## config.mk

```make
export PLATFORM = sky130hd
export DESIGN_NAME = spi_slave_flat
export DESIGN_NICKNAME = d
export VERILOG_FILES = /design/src/rtl/spi_slave_if.sv /design/src/rtl/spi_slave.sv /design/src/flat_wrapper.sv
export SDC_FILE = /design/constraint.sdc
export NUM_CORES = 1
export LEC_CHECK = 0
export ABC_AREA = 1
export BUFFER_PORTS_ARGS = -buffer_cell sky130_fd_sc_hd__clkbuf_2
export CORE_MARGIN = 1.5
export CORE_UTILIZATION = 52
export CTS_BUF_LIST = sky130_fd_sc_hd__clkbuf_4 sky130_fd_sc_hd__clkbuf_8
export DETAILED_ROUTE_END_ITERATION = 12
export MAX_ROUTING_LAYER = met4
export PLACE_DENSITY = 0.71
export SETUP_SLACK_MARGIN = 0.15
export SLEW_MARGIN = 20
export SYNTH_ARGS = -nofsm -noshare
export SYNTH_HDL_FRONTEND = slang
export SYNTH_SLANG_ARGS = --single-unit
export TNS_END_PERCENT = 30
```

## constraint.sdc

```tcl
create_clock -name clk -period 1.9 [get_ports clk]
set_clock_uncertainty 0.15 [all_clocks]
set_input_delay 0.19 -clock clk [delete_from_list [all_inputs] [get_ports clk]]
set_output_delay 0.19 -clock clk [all_outputs]
set_load 0.02 [all_outputs]
```

## src/rtl/spi_slave_if.sv

```systemverilog
// Bus bundle between an SPI mode-3 slave and its host: TX/RX byte handshake plus the SPI wire pins.
interface spi_slave_if;
  logic       tx_valid;
  logic [7:0] tx_data;
  logic       tx_ready;
  logic       rx_valid;
  logic [7:0] rx_data;
  logic       busy;
  logic       tx_underrun;
  logic       sclk;
  logic       mosi;
  logic       cs_n;
  logic       miso;

  modport slave (
    input  tx_valid, tx_data, sclk, mosi, cs_n,
    output tx_ready, rx_valid, rx_data, busy, tx_underrun, miso
  );

  modport master (
    output tx_valid, tx_data, sclk, mosi, cs_n,
    input  tx_ready, rx_valid, rx_data, busy, tx_underrun, miso
  );
endinterface

```

## src/rtl/spi_slave.sv

```systemverilog
// SPI mode-3 (CPOL=1, CPHA=1, MSB first) slave, oversampled by clk, with a one-entry TX buffer.
module spi_slave #(
  parameter logic [7:0] DEFAULT_TX  = 8'hFF,
  parameter int         SYNC_STAGES = 2
) (
  input logic        clk,
  input logic        rst_n,
  spi_slave_if.slave bus
);

  typedef enum logic {IDLE, ACTIVE} state_t;

  state_t                 state;
  logic [SYNC_STAGES-1:0] sclk_sync;
  logic [SYNC_STAGES-1:0] cs_sync;
  logic [SYNC_STAGES-1:0] mosi_sync;
  logic                   sclk_d;
  logic                   cs_d;
  logic                   sclk_s;
  logic                   cs_s;
  logic                   mosi_s;
  logic                   sclk_rise;
  logic                   sclk_fall;
  logic                   cs_rise;
  logic                   cs_fall;
  logic [2:0]             bit_cnt;
  logic [7:0]             tx_shift;
  logic [7:0]             rx_shift;
  logic [7:0]             tx_buf;
  logic                   buf_empty;
  logic                   miso_r;
  logic                   rx_valid_r;
  logic [7:0]             rx_data_r;
  logic                   busy_r;
  logic                   underrun_r;

  // Idle-high lines reset to 1 so a reset never fabricates an edge on sclk or cs_n.
  always_ff @(posedge clk) begin
    if (!rst_n) begin
      sclk_sync <= '1;
      cs_sync   <= '1;
      mosi_sync <= '0;
      sclk_d    <= 1'b1;
      cs_d      <= 1'b1;
    end else begin
      sclk_sync <= {sclk_sync[SYNC_STAGES-2:0], bus.sclk};
      cs_sync   <= {cs_sync[SYNC_STAGES-2:0], bus.cs_n};
      mosi_sync <= {mosi_sync[SYNC_STAGES-2:0], bus.mosi};
      sclk_d    <= sclk_sync[SYNC_STAGES-1];
      cs_d      <= cs_sync[SYNC_STAGES-1];
    end
  end

  assign sclk_s    = sclk_sync[SYNC_STAGES-1];
  assign cs_s      = cs_sync[SYNC_STAGES-1];
  assign mosi_s    = mosi_sync[SYNC_STAGES-1];
  assign sclk_rise = sclk_s & ~sclk_d;
  assign sclk_fall = ~sclk_s & sclk_d;
  assign cs_rise   = cs_s & ~cs_d;
  assign cs_fall   = ~cs_s & cs_d;

  always_ff @(posedge clk) begin
    if (!rst_n) begin
      state      <= IDLE;
      bit_cnt    <= 3'd0;
      tx_shift   <= 8'h00;
      rx_shift   <= 8'h00;
      tx_buf     <= 8'h00;
      buf_empty  <= 1'b1;
      miso_r     <= 1'b1;
      rx_valid_r <= 1'b0;
      rx_data_r  <= 8'h00;
      busy_r     <= 1'b0;
      underrun_r <= 1'b0;
    end else begin
      rx_valid_r <= 1'b0;
      underrun_r <= 1'b0;
      case (state)
        IDLE: begin
          miso_r <= 1'b1;
          if (cs_fall) begin
            state    <= ACTIVE;
            busy_r   <= 1'b1;
            bit_cnt  <= 3'd0;
            rx_shift <= 8'h00;
          end
        end
        ACTIVE: begin
          if (cs_rise) begin
            state   <= IDLE;
            busy_r  <= 1'b0;
            bit_cnt <= 3'd0;
            miso_r  <= 1'b1;
          end else begin
            if (sclk_fall) begin
              if (bit_cnt == 3'd0) begin
                // Load sees the buffer as it was before this edge: no same-cycle bypass.
                if (!buf_empty) begin
                  tx_shift  <= tx_buf;
                  miso_r    <= tx_buf[7];
                  buf_empty <= 1'b1;
                end else begin
                  tx_shift   <= DEFAULT_TX;
                  miso_r     <= DEFAULT_TX[7];
                  underrun_r <= 1'b1;
                end
              end else begin
                tx_shift <= {tx_shift[6:0], 1'b0};
                miso_r   <= tx_shift[6];
              end
            end
            if (sclk_rise) begin
              rx_shift <= {rx_shift[6:0], mosi_s};
              bit_cnt  <= bit_cnt + 3'd1;
              if (bit_cnt == 3'd7) begin
                rx_data_r  <= {rx_shift[6:0], mosi_s};
                rx_valid_r <= 1'b1;
              end
            end
          end
        end
        default: state <= IDLE;
      endcase
      // Capture only happens while empty, so it never collides with the load above.
      if (bus.tx_valid && buf_empty) begin
        tx_buf    <= bus.tx_data;
        buf_empty <= 1'b0;
      end
    end
  end

  assign bus.tx_ready    = buf_empty;
  assign bus.rx_valid    = rx_valid_r;
  assign bus.rx_data     = rx_data_r;
  assign bus.busy        = busy_r;
  assign bus.tx_underrun = underrun_r;
  assign bus.miso        = miso_r;

endmodule

```

## src/flat_wrapper.sv

```systemverilog
// flat-port wrapper written by rule: the top's interface ports become plain ports
module spi_slave_flat 
#(
  parameter logic [7:0] DEFAULT_TX  = 8'hFF,
  parameter int         SYNC_STAGES = 2
)
  (clk, rst_n, bus_tx_valid, bus_tx_data, bus_sclk, bus_mosi, bus_cs_n, bus_tx_ready, bus_rx_valid, bus_rx_data, bus_busy, bus_tx_underrun, bus_miso);
  spi_slave_if bus_i ();
  input logic clk;
  input logic rst_n;
  input wire logic [$bits(bus_i.tx_valid)-1:0] bus_tx_valid;
  input wire logic [$bits(bus_i.tx_data)-1:0] bus_tx_data;
  input wire logic [$bits(bus_i.sclk)-1:0] bus_sclk;
  input wire logic [$bits(bus_i.mosi)-1:0] bus_mosi;
  input wire logic [$bits(bus_i.cs_n)-1:0] bus_cs_n;
  output wire logic [$bits(bus_i.tx_ready)-1:0] bus_tx_ready;
  output wire logic [$bits(bus_i.rx_valid)-1:0] bus_rx_valid;
  output wire logic [$bits(bus_i.rx_data)-1:0] bus_rx_data;
  output wire logic [$bits(bus_i.busy)-1:0] bus_busy;
  output wire logic [$bits(bus_i.tx_underrun)-1:0] bus_tx_underrun;
  output wire logic [$bits(bus_i.miso)-1:0] bus_miso;
  assign bus_i.tx_valid = bus_tx_valid;
  assign bus_i.tx_data = bus_tx_data;
  assign bus_i.sclk = bus_sclk;
  assign bus_i.mosi = bus_mosi;
  assign bus_i.cs_n = bus_cs_n;
  assign bus_tx_ready = bus_i.tx_ready;
  assign bus_rx_valid = bus_i.rx_valid;
  assign bus_rx_data = bus_i.rx_data;
  assign bus_busy = bus_i.busy;
  assign bus_tx_underrun = bus_i.tx_underrun;
  assign bus_miso = bus_i.miso;
  spi_slave #(.DEFAULT_TX(DEFAULT_TX), .SYNC_STAGES(SYNC_STAGES)) u_core (.clk(clk), .rst_n(rst_n), .bus(bus_i));
endmodule
```

# Yosys cells after proc, flatten, opt, wreduce, memory -nomap -nowiden
# Index checks and enable logic that the tools add are counted.
[word_totals]
reg_bits = 47
inputBits = 14
out_inout_bits = 13
[classes]
n_addsub = 1
n_eq_ne = 8
mux = 28
bitwise = 14
n_reduce_logical = 13
[ops]
columns = ["op", "n"]
rows = [
  ["7-bit two-way mux", 5],
  ["1-bit two-way mux", 15],
  ["7-bit case mux with 2 select lines", 1],
  ["1-bit inverter", 10],
  ["3-bit two-way mux", 3],
  ["2-bit inequality test, second input constant", 4],
  ["4-bit AND reduction", 2],
  ["3-bit inequality test, second input constant", 2],
  ["1-bit case mux with 2 select lines", 3],
  ["3-bit case mux with 2 select lines", 1],
  ["3-bit AND reduction", 2],
  ["2-bit nonzero test", 3],
  ["5-bit OR reduction", 1],
  ["1-bit AND", 4],
  ["2-bit AND reduction", 2],
  ["4-bit OR reduction", 1],
  ["3-bit by 1-bit adder with 3-bit output, second input constant", 1],
  ["3-bit equality test, second input constant", 1],
  ["3-bit logical NOT", 1],
  ["2-bit by 1-bit inequality test with 1-bit output, second input constant", 1],
  ["1-bit logical AND", 1],
]

# Longest topological paths before layout
# Gate-level depths: netlist (run 1).
[logic_depth]
ltp_word = 6
depth_mapped = 8
mapped_depth_nobuf = 8

# Least setup slack after synthesis (run 1)
# Ideal clock, no wire load.
[synth_path]
path_kind = "register -> register"
from = "register u_core.bit_cnt[0]"
to = "register u_core.tx_shift[6]"
setup_ns = 0.116
arrival_ns = 1.058
t_required_ns = 1.634
setup_slack_ns = 0.577
stages_incl_launch_ff = 8
path_buffers = 1
period_less_slack_ns = 1.323
path_cell_list = "dfxtp_1 -> inv_1 -> ha_1 -> nand2_1 -> buf_2 -> o21ai_0 -> nor2_1 -> nor2_1"
[synth_via]
elab_chain_cells = 2
[synth_rtl]
columns = ["item", "line_no", "rtl"]
rows = [
  ["start: declaration", "spi_slave.sv:26", "logic [2:0] bit_cnt;"],
  ["start signal: assignment", "spi_slave.sv:114", "bit_cnt <= bit_cnt + 3'd1;"],
  ["3-bit logical NOT", "spi_slave.sv:96", "if (bit_cnt == 3'd0) begin"],
  ["7-bit two-way mux", "spi_slave.sv:96", ""],
  ["end signal: assignment", "spi_slave.sv:99", "tx_shift <= tx_buf;"],
  ["end signal: assignment", "spi_slave.sv:108", "tx_shift <= {tx_shift[6:0], 1'b0};"],
  ["end: declaration", "spi_slave.sv:27", "logic [7:0] tx_shift;"],
]
# No other way between the ends.
# A chain may end at the register's enable or synchronous reset.

# Final worst setup path (run 1)
[layout_path]
from = "register u_core.state"
to = "register u_core.underrun_r (netlist: u_core.bus.tx_underrun)"
[layout_via]
elab_chain_cells = 2
[layout_rtl]
columns = ["item", "line_no", "rtl"]
rows = [
  ["start: declaration", "spi_slave.sv:13", "state_t state;"],
  ["start signal: assignment", "spi_slave.sv:64", "state <= IDLE;"],
  ["start signal: assignment", "spi_slave.sv:82", "state <= ACTIVE;"],
  ["start signal: assignment", "spi_slave.sv:90", "state <= IDLE;"],
  ["1-bit inverter", "n/a", ""],
  ["5-bit OR reduction (no source line)", "n/a", ""],
  ["end signal: assignment", "spi_slave.sv:74", "underrun_r <= 1'b0;"],
  ["end signal: assignment", "spi_slave.sv:77", "underrun_r <= 1'b0;"],
  ["end signal: assignment", "spi_slave.sv:105", "underrun_r <= 1'b1;"],
  ["end: declaration", "spi_slave.sv:35", "logic underrun_r;"],
]
# No other way between the ends.

==> flow_metrics.py, run 1 <==
metrics = {
    "worst_setup_path": {
        "r2r_setup_slack_ps": 320,
        "crit_path_max_incr_delay_ps": 540,
        "path_class": "reg -> reg",
        "crit_buf_inv": 1,
        "cp-end-kind": "register",
        "ff2ff_path_depth": 4,
        "worst_r2r_endpoint": "u_core.bus.tx_underrun",
        "cp.arrival_ps": 1700,
        "cp_top_family": "flip-flops",
        "reg2reg_from": "u_core.state",
        "crit_required_ps": 2010,
        "crit_chain": "inv_1 > a21oi_1 > nand3_1 > nor3_1",
        "critPathMaxFanout": 8,
        "startpoint_type": "register",
        "cp_slowest_cell": "dfxtp_1",
    },
    "detailed_routing": {
        "via_per_inst": 4.720,
        "finalWirelength_um": 3725,
        "ant_nets": 0,
        "vias": 1586,
        "first_pass_iters": 4,
        "route.detailed.drc": 0,
        "drt_iter0_drc": 141,
        "post_drt_wl_per_cell_um": 11.09,
    },
    "clocking": {
        "cts_tree": "built",
        "cts_made_buffers": 5,
        "numClockSinks": 47,
        "h-tree-depth": 2,
        "root_buffer": "clkbuf_4",
        "clockBufferDepth": 2,
        "post_cts_buffers": 0,
        "clk_pin_slew_worst_paths_ps": 130,
        "clkLatencyLatePin_ps": 350,
        "cts_resized": 0,
    },
    "sta": {
        "hold_violations": 0,
        "fmax_ghz": 0.6312,
        "slew-limit-headroom": 0.6708,
        "setup_violations": 0,
        "worst_slack_ps": 315.7,
        "grt_setup_unrepaired": "false",
        "period_share": 0.8339,
        "tightest_slew_ps": 493.2,
        "finalSetupTns_ps": 0,
        "slew_violations": 0,
        "fin_crit_ps": 1584,
    },
    "power_and_ir_drop": {
        "p_comb_frac": 0.099,
        "power_density_mw_per_mm2": 787.7,
        "p_sw_mw": 0.4248,
        "swShare": 0.2431,
        "p_leak_nw": 1.077,
        "power_mw": 1.747,
        "p_int_mw": 1.322,
        "peakVddDrop_v": 0.0004995,
        "pwr-share-clk": 0.306,
        "power_frac_seq": 0.596,
    },
    "logic_synthesis": {
        "synth_area_mm2": 0.001877,
        "ys.warnings.count": 0,
        "synth_ff_type": "dfxtp_1",
        "synth_common_cells": "nor2_1, dfxtp_1, nand2_1, o21ai_0, inv_1",
        "synth_top_area_frac": 0.5013,
        "synth-seq-cells": 47,
        "synth_edf_count": 0,
        "async_flop_share": 0,
        "synth_cell_types": 22,
        "syn-mean-instance-area_um2": 7.477,
        "synth_seq_area_share": 0.5013,
        "yosysTopAreaCell": "dfxtp_1",
        "syn-num-nets": 268,
        "postSynthCellCount": 251,
        "synthTopCellsByArea": "dfxtp_1, nor2_1, nand2_1",
        "synthMostInstantiatedCell": "nor2_1",
    },
    "global_route": {
        "grt_pass1_wl_um": 6589,
        "grt_remaining_overflow": 0,
        "antenna_found_initial": 0,
        "grt_max_degree": 33,
        "grt_pass1_vias": 1485,
        "grtUsageTotal": 0.2150,
    },
    "floorplanning": {
        "num_rows": 21,
        "die_x_um": 63.08,
        "dieArea_mm2": 0.003978,
        "die_h_um": 63.08,
        "start_util": 0.5537,
        "core_region_area_mm2": 0.003390,
        "ios": 27,
    },
    "placed_design": {
        "hpwl_um": 2479,
        "place.port_buffers": 26,
        "place.gp.congestion": 0.7962,
        "pre_cts_slack_ps": 359.8,
    },
    "worst_hold_path": {
        "hold_path_class": "in -> reg",
        "min_from": "bus_tx_valid",
        "worstHoldPathCells": 4,
        "min_to": "u_core.bus.tx_ready",
    },
    "final_layout": {
        "area_delta_synth_final_pct": 18.20,
        "diodes": 0,
        "nNetsFinal": 306,
        "drive_gt1_frac": 0.1655,
    },
    "run_status": {
        "status": "finished, final reports clean",
    },
    "run": {
        "drv_cap": 0,
    },
}
==> power groups by stage <==
stage | Sequential (mW) | Clock, mW | Combinational, mW
after floorplan | 1.06 | 0 | 0.118
after global placement | 1.06 | 0 | 0.155
after detailed placement | 1.06 | 0 | 0.154
after CTS | 1.04 | 0.551 | 0.172
after global routing | 1.05 | 0.591 | 0.199
final | 1.04 | 0.534 | 0.172
==> cell type report <==
type                    instances  area, um2
repair buffers                 39      255.2
clock buffers                   8      72.57
well taps                      46      57.56
inverters                      23      86.33
flip-flops and latches         47      940.9
fillers                       311       1171
multi-input cells             173      805.8
==> timing repair <==
action / 4_1_cts / 5_1_grt
hold buffers: 11 / 0
setup endpoints to repair: 0 / 0
hold endpoints to repair: 11 / 0
==> metrics by stage <==
step,cell area (um2),util,instances,hold WS [ps]
2_1_floorplan,1877,-,251,137.6
6_report,2218,0.6545,336,109.4
3_3_place_gp,2036,0.6006,317,224.9
5_1_grt,2218,0.6545,336,123.4
3_5_place_dp,2036,0.6006,317,226.9
4_1_cts,2218,0.6545,336,96.66
==> logic make-up (layout without fill, tap and decap cells) <==
kind of cell / count (synthesis) / count (layout) / share of synthesized area
AND/OR/NAND/NOR: 131 / 131 / 0.3053
buffers and inverters: 31 / 70 / 0.06933
AO/OA/AOI/OAI: 39 / 39 / 0.1040
adder cells (fa/ha/maj): 3 / 3 / 0.02000
flip-flops: 47 / 47 / 0.5013
==> worst register-to-register path: stages (launching register included) <==
cell and delay (ps):
dfxtp_1 540, inv_1 120, a21oi_1 310, nand3_1 170, nor3_1 210
==> cells in the final DEF, fill, tap and decap left out, types with 3 or more instances in the layout <==
| cell | instances |
|---|---|
| dlygate4sd3_1 | 11 |
| ha_1 | 3 |
| clkbuf_2 | 26 |
| inv_1 | 22 |
| o21ai_0 | 30 |
| clkbuf_4 | 6 |
| nand2_1 | 40 |
| or2_2 | 4 |
| a21oi_1 | 9 |
| nand3_1 | 11 |
| dfxtp_1 | 47 |
| nor2_1 | 64 |
==> sequential cells by signal, summed over array words and instances, names as in the netlist, 2 cells and up <==
name                flops
u_core.sclk_sync        2
u_core.mosi_sync        2
u_core.bus.rx_data      8
u_core.bit_cnt          3
u_core.cs_sync          2
u_core.tx_buf           8
u_core.rx_shift         7
u_core.tx_shift         7
==> layer usage <==
metal,vias up,global-route usage,part of all wire
li1,867,-,-
met1,684,0.2987,0.54
met2,31,0.3165,0.41
met3,4,0.05357,0.045
met4,0,0.05000,0.0083
met5,-,-,0
==> worst max path at each step <==
stage / startpoint / endpoint / slack, ps / depth (start not counted)
finish: u_core.state / u_core.bus.tx_underrun / 320 / 4
global placement: u_core.state / u_core.bus.tx_underrun / 400 / 4
CTS: u_core.state / u_core.bus.tx_underrun / 310 / 4
detailed placement: u_core.state / u_core.bus.tx_underrun / 360 / 4
global route: u_core.state / u_core.bus.tx_underrun / 180 / 4
floorplan: u_core.bit_cnt[0] / u_core.tx_shift[6] / 580 / 7
(Power assumes the default switching activity.)
==> run 2: changes to the inputs <==
Clock period 1.9 ns to 1.5 ns, I/O delays scaled along.
==> run 2 against run 1 <==
  * Critical path depth fell by 2
  * Die area did not move
  * Register-to-register slack got worse by 190 ps
  * Count of clock-buffer cells in the layout fell by 2
  * Combinational power rose by 60%
  * Flip-flop and latch count did not move
  * Power rose by 26%
  * Via count rose by 5.7%
  * Non-clock buffer count rose by 12
  * Largest power group unchanged
==> flow_metrics.py, run 2 (same netlist as run 1, synthesis figures left out) <==
metrics = {
    "power_and_ir_drop": {
        "power_density_mw_per_mm2": 918.6,
        "power_mw": 2.202,
        "peakVddDrop_v": 0.0005929,
        "p_leak_nw": 1.134,
    },
    "clocking": {
        "cts_made_buffers": 5,
        "root_buffer": "clkbuf_4",
        "clk_pin_slew_worst_paths_ps": 140,
        "cts_tree": "built",
        "clkLatencyLatePin_ps": 380,
        "h-tree-depth": 2,
        "numClockSinks": 47,
        "clockBufferDepth": 2,
    },
    "run": {
        "drv_cap": 0,
    },
    "global_route": {
        "grt_pass1_vias": 1612,
        "grtUsageTotal": 0.2387,
        "grt_max_degree": 23,
        "antenna_found_initial": 0,
        "grt_remaining_overflow": 0,
        "grt_pass1_wl_um": 7196,
    },
    "worst_setup_path": {
        "crit_required_ps": 1200,
        "critPathMaxFanout": 10,
        "cp-end-kind": "output pin",
        "ff2ff_path_depth": 7,
        "reg2reg_from": "u_core.bit_cnt[1]",
        "worst_r2r_endpoint": "u_core.bus.rx_data[3]",
        "cp.arrival_ps": 1070,
        "path_class": "reg -> out",
        "r2r_setup_slack_ps": 130,
        "startpoint_type": "register",
    },
    "detailed_routing": {
        "post_drt_wl_per_cell_um": 11.74,
        "first_pass_iters": 6,
        "finalWirelength_um": 4087,
        "ant_nets": 0,
        "vias": 1677,
        "route.detailed.drc": 0,
        "drt_iter0_drc": 104,
        "via_per_inst": 4.819,
    },
    "final_layout": {
        "final_cell_mix": "nor2_1, dfxtp_1, nand2_1",
        "nNetsFinal": 318,
        "diodes": 0,
        "layout_commonest_cell": "nor2_1",
        "drive_gt1_frac": 0.2417,
        "fillers": 283,
        "area_delta_synth_final_pct": 27.73,
        "design_area_mm2": 0.002397,
    },
    "floorplanning": {
        "die_h_um": 63.08,
        "die_x_um": 63.08,
        "dieArea_mm2": 0.003978,
        "num_rows": 21,
        "start_util": 0.5537,
        "ios": 27,
        "core_region_area_mm2": 0.003390,
    },
    "sta": {
        "tightest_slew_ps": 286.2,
        "fin_crit_ps": 1370,
        "slew-limit-headroom": 0.8087,
        "fmax_ghz": 0.7301,
        "grt_setup_unrepaired": "true",
        "slew_violations": 0,
        "period_share": 0.9131,
        "finalSetupTns_ps": 0,
        "hold_violations": 0,
        "setup_violations": 0,
    },
    "placed_design": {
        "placed_area_mm2": 0.002073,
        "place.gp.congestion": 0.8172,
        "place.port_buffers": 26,
        "hpwl_um": 2617,
    },
    "run_status": {
        "status": "finished, final reports clean",
    },
    "worst_hold_path": {
        "hold_path_class": "in -> reg",
        "worstHoldPathCells": 4,
        "min_to": "u_core.bus.tx_ready",
        "min_from": "bus_tx_valid",
    },
}
==> run 2: worst max path at each step <==
| stage | startpoint | to | slack [ps] | cells past startpoint |
|---|---|---|---|---|
| floorplan | u_core.bit_cnt[0] | u_core.tx_shift[6] | 180 | 7 |
| global placement | u_core.bit_cnt[0] | u_core.bus.rx_data[7] | 60 | 7 |
| detailed placement | u_core.bit_cnt[0] | u_core.bus.rx_data[7] | 30 | 7 |
| CTS | u_core.bus.tx_ready | bus_tx_ready | 110 | 2 |
| global route | u_core.bit_cnt[1] | u_core.tx_shift[3] | 70 | 8 |
| finish | u_core.bus.tx_ready | bus_tx_ready | 130 | 2 |
==> run 2: what timing repair did <==
| action | in CTS | in global routing |
|---|---|---|
| setup buffers | 3 | 1 |
| setup endpoints to repair | 24 | 29 |
| pin swaps | 4 | 6 |
| gates cloned | 0 | 0 |
| hold endpoints to repair | 16 | 0 |
| resized for setup | 21 | 14 |
| hold buffers | 14 | 0 |
==> run 2: routing by layer <==
metal | GRT usage | share of wire | vias to the layer above
li1 | - | - | 888
met1 | 0.3003 | 0.49 | 741
met2 | 0.3710 | 0.45 | 42
met3 | 0.04821 | 0.047 | 6
met4 | 0.1083 | 0.018 | 0
met5 | - | 0 | -
==> run 2: power by group <==
group | switching (mW) | total, mW | internal (mW) | leakage, nW
combinational | 0.148 | 0.275 | 0.128 | 0.718
clock | 0.405 | 0.605 | 0.199 | 0.0317
sequential | 0.0299 | 1.32 | 1.29 | 0.384
==> run 2: area by class of cell <==
| class | instances | area (um2) | share of cell area |
|---|---|---|---|
| Sequential cell | 47 | 945.9 | 0.3946 |
| Multi-Input combinational cell | 173 | 880.8 | 0.3674 |
| Timing Repair Buffer | 51 | 366.6 | 0.1529 |
| Inverter | 23 | 88.84 | 0.03706 |
| Tap cell | 46 | 57.56 | 0.02401 |
| Clock buffer | 6 | 45.04 | 0.01879 |
| Clock inverter | 2 | 12.51 | 0.005219 |
==> run 2: worst max-delay path: stages (launching register included) <==
cell and delay, ps:
dfxtp_1 360, buf_4 170, buf_4 160
==> run 2: metrics by stage <==
stage          instances  setup slack [ps]  utilization  hold WS, ps
2_1_floorplan        251             176.6            -        97.63
5_1_grt              348             72.39       0.7073        85.78
4_1_cts              347             110.3       0.6907        58.18
3_5_place_dp         322             26.87       0.6117        193.1
6_report             348             130.3       0.7073        77.79
3_3_place_gp         322             61.50       0.6117        186.2
==> run 3: changes to the inputs <==
Settings changed: CORE_MARGIN 1.5 to default.
Clock period 1.5 ns to 1.41 ns, I/O delays scaled along.
==> run 3 against run 2 <==
  * Wire length decreased by 0.39%
  * Clock power increased by 18%
  * Setup slack worse by 100 ps
  * Combinational power barely moved
  * Via count is 1.4% lower
  * Register-to-register slack got worse by 100 ps
  * Final cell count shrank 1.1%
  * Hold slack got worse by 29 ps
  * Non-clock buffer count decreased by 4
  * Power increased by 8.8%
  * Count of clock-buffer cells in the layout grew 1
  * Critical endpoint is now u_core.bus.rx_data[7]
  * Sequential power up 7%
==> flow_metrics.py, run 3 (same netlist as run 1, synthesis figures left out) <==
metrics = {
    "final_layout": {
        "layout_commonest_cell": "nor2_1",
        "post_layout_nonfiller_instances": 344,
        "final_cell_mix": "nor2_1, dfxtp_1, nand2_1",
        "drive_gt1_frac": 0.2450,
        "nNetsFinal": 314,
        "area_delta_synth_final_pct": 25.93,
        "diodes": 0,
    },
    "clocking": {
        "clkLatencyLatePin_ps": 360,
        "root_buffer": "clkbuf_4",
        "clockBufferDepth": 2,
        "numClockSinks": 47,
        "cts_tree": "built",
        "h-tree-depth": 2,
        "clk_pin_slew_worst_paths_ps": 130,
        "cts_made_buffers": 5,
    },
    "sta": {
        "slew-limit-headroom": 0.7605,
        "hold_violations": 0,
        "setup_violations": 0,
        "fin_crit_ps": 1383,
        "period_share": 0.9808,
        "worst_slack_ps": 27.10,
        "grt_setup_unrepaired": "true",
        "fmax_ghz": 0.7231,
        "tightest_slew_ps": 358.9,
        "slew_violations": 0,
    },
    "worst_setup_path": {
        "cp-end-kind": "register",
        "startpoint": "u_core.bit_cnt[0]",
        "crit_buf_inv": 1,
        "cp.arrival_ps": 1550,
        "cp_slowest_cell": "dfxtp_2",
        "path_class": "reg -> reg",
        "crit_required_ps": 1570,
        "startpoint_type": "register",
        "crit_chain": "ha_4 > ha_4 > nand2_4 > nor2_4 > buf_6 > o21ai_2 > nor2_1",
        "cp_top_family": "flip-flops",
        "cpMostUsedCell": "ha_4",
        "critPathMaxFanout": 8,
        "reg2reg_from": "u_core.bit_cnt[0]",
        "crit_path_max_incr_delay_ps": 390,
    },
    "placed_design": {
        "place.port_buffers": 26,
        "dpl.cell_count": 323,
        "hpwl_um": 2587,
        "place.gp.congestion": 0.7947,
        "pre_cts_slack_ps": -14.46,
    },
    "floorplanning": {
        "die_x_um": 62.08,
        "dieArea_mm2": 0.003853,
        "start_util": 0.5537,
        "num_rows": 21,
        "ios": 27,
        "die_h_um": 62.08,
        "core_region_area_mm2": 0.003390,
    },
    "worst_hold_path": {
        "hold_path_class": "in -> reg",
        "min_from": "rst_n",
    },
    "detailed_routing": {
        "via_per_inst": 4.805,
        "first_pass_iters": 4,
        "post_drt_wl_per_cell_um": 11.83,
        "finalWirelength_um": 4071,
        "ant_nets": 0,
        "route.detailed.drc": 0,
        "drt_iter0_drc": 69,
        "vias": 1653,
    },
    "global_route": {
        "grt_max_degree": 33,
        "grt_pass1_vias": 1407,
        "grt_remaining_overflow": 0,
        "grt_pass1_wl_um": 6306,
        "grtUsageTotal": 0.2399,
        "antenna_found_initial": 0,
    },
    "power_and_ir_drop": {
        "power_mw": 2.396,
        "power_density_mw_per_mm2": 1014,
        "p_leak_nw": 1.116,
        "peakVddDrop_v": 0.0006971,
    },
    "run_status": {
        "status": "finished, final reports clean",
    },
    "run": {
        "drv_cap": 0,
    },
}
## run 3: changes by cell type in the layout (fill, tap and decap cells not counted), moves of 2 or more
cell           before  now
clkbuf_8            0    2
o21ai_0            22   27
buf_4               9    7
o21ai_1             6    1
dfxtp_2             4    6
dlygate4sd3_1      14   12
dfxtp_1            43   41
## run 3: worst reg2reg max path: cells and delay by family (launching register included)
family | cells | cell delay [ps]
flip-flops | 1 | 390
AND/OR/NAND/NOR | 3 | 340
adder cells (fa/ha/maj) | 2 | 270
buffers and inverters | 1 | 140
AO/OA/AOI/OAI | 1 | 40
## run 3: report_power, final
part,total [mW],switching (mW),internal (mW)
logic,0.274,0.151,0.123
registers,1.41,0.0335,1.38
clock network,0.714,0.422,0.292
total,2.40,0.606,1.79
## run 3: metal layers
| metal | vias up | share of wire | routed length [um] | GRT usage |
|---|---|---|---|---|
| met1 | 727 | 0.49 | 2013 | 0.3188 |
| met4 | 0 | 0.014 | 59 | 0.07619 |
| met3 | 5 | 0.044 | 180 | 0.06832 |
| li1 | 885 | - | - | - |
| met5 | - | 0 | 0 | - |
| met2 | 36 | 0.45 | 1818 | 0.3511 |
## run 3: path summary, 6_finish.rpt
| path | depth (start not counted) | slack [ps] | end |
|---|---|---|---|
| worst max-delay path | 7 | 30 | u_core.bus.rx_data[7] |
| worst min-delay path | 3 | 50 | u_core.bus.rx_valid |
| worst max register to register | 7 | 30 | u_core.bus.rx_data[7] |
| worst min register to register | 1 | 280 | u_core.cs_sync[1] |
## run 3: final cells by class
class	count	area (um2)
well taps	46	57.56
repair buffers	47	325.3
fillers	299	1026
flip-flops and latches	47	948.4
multi-input cells	173	870.8
clock inverters	1	7.507
inverters	23	88.84
clock buffers	7	65.06
## run 3: what timing repair did
item	in CTS	in global routing
hold buffers	11	1
setup endpoints to repair	30	41
pin swaps	6	6
buffers inserted	1	0
gates resized for setup	18	9
hold endpoints to repair	11	1
## run 3: metrics by stage
stage          setup TNS, ps    util  cell area [um2]  hold WS, ps
2_1_floorplan              0       -             1888        88.63
3_3_place_gp               0  0.6146             2083        174.5
3_5_place_dp          -35.08  0.6146             2083        179.8
4_1_cts                    0  0.6877             2331        45.41
5_1_grt               -361.2  0.6973             2364        65.22
6_report                   0  0.6973             2364        48.38
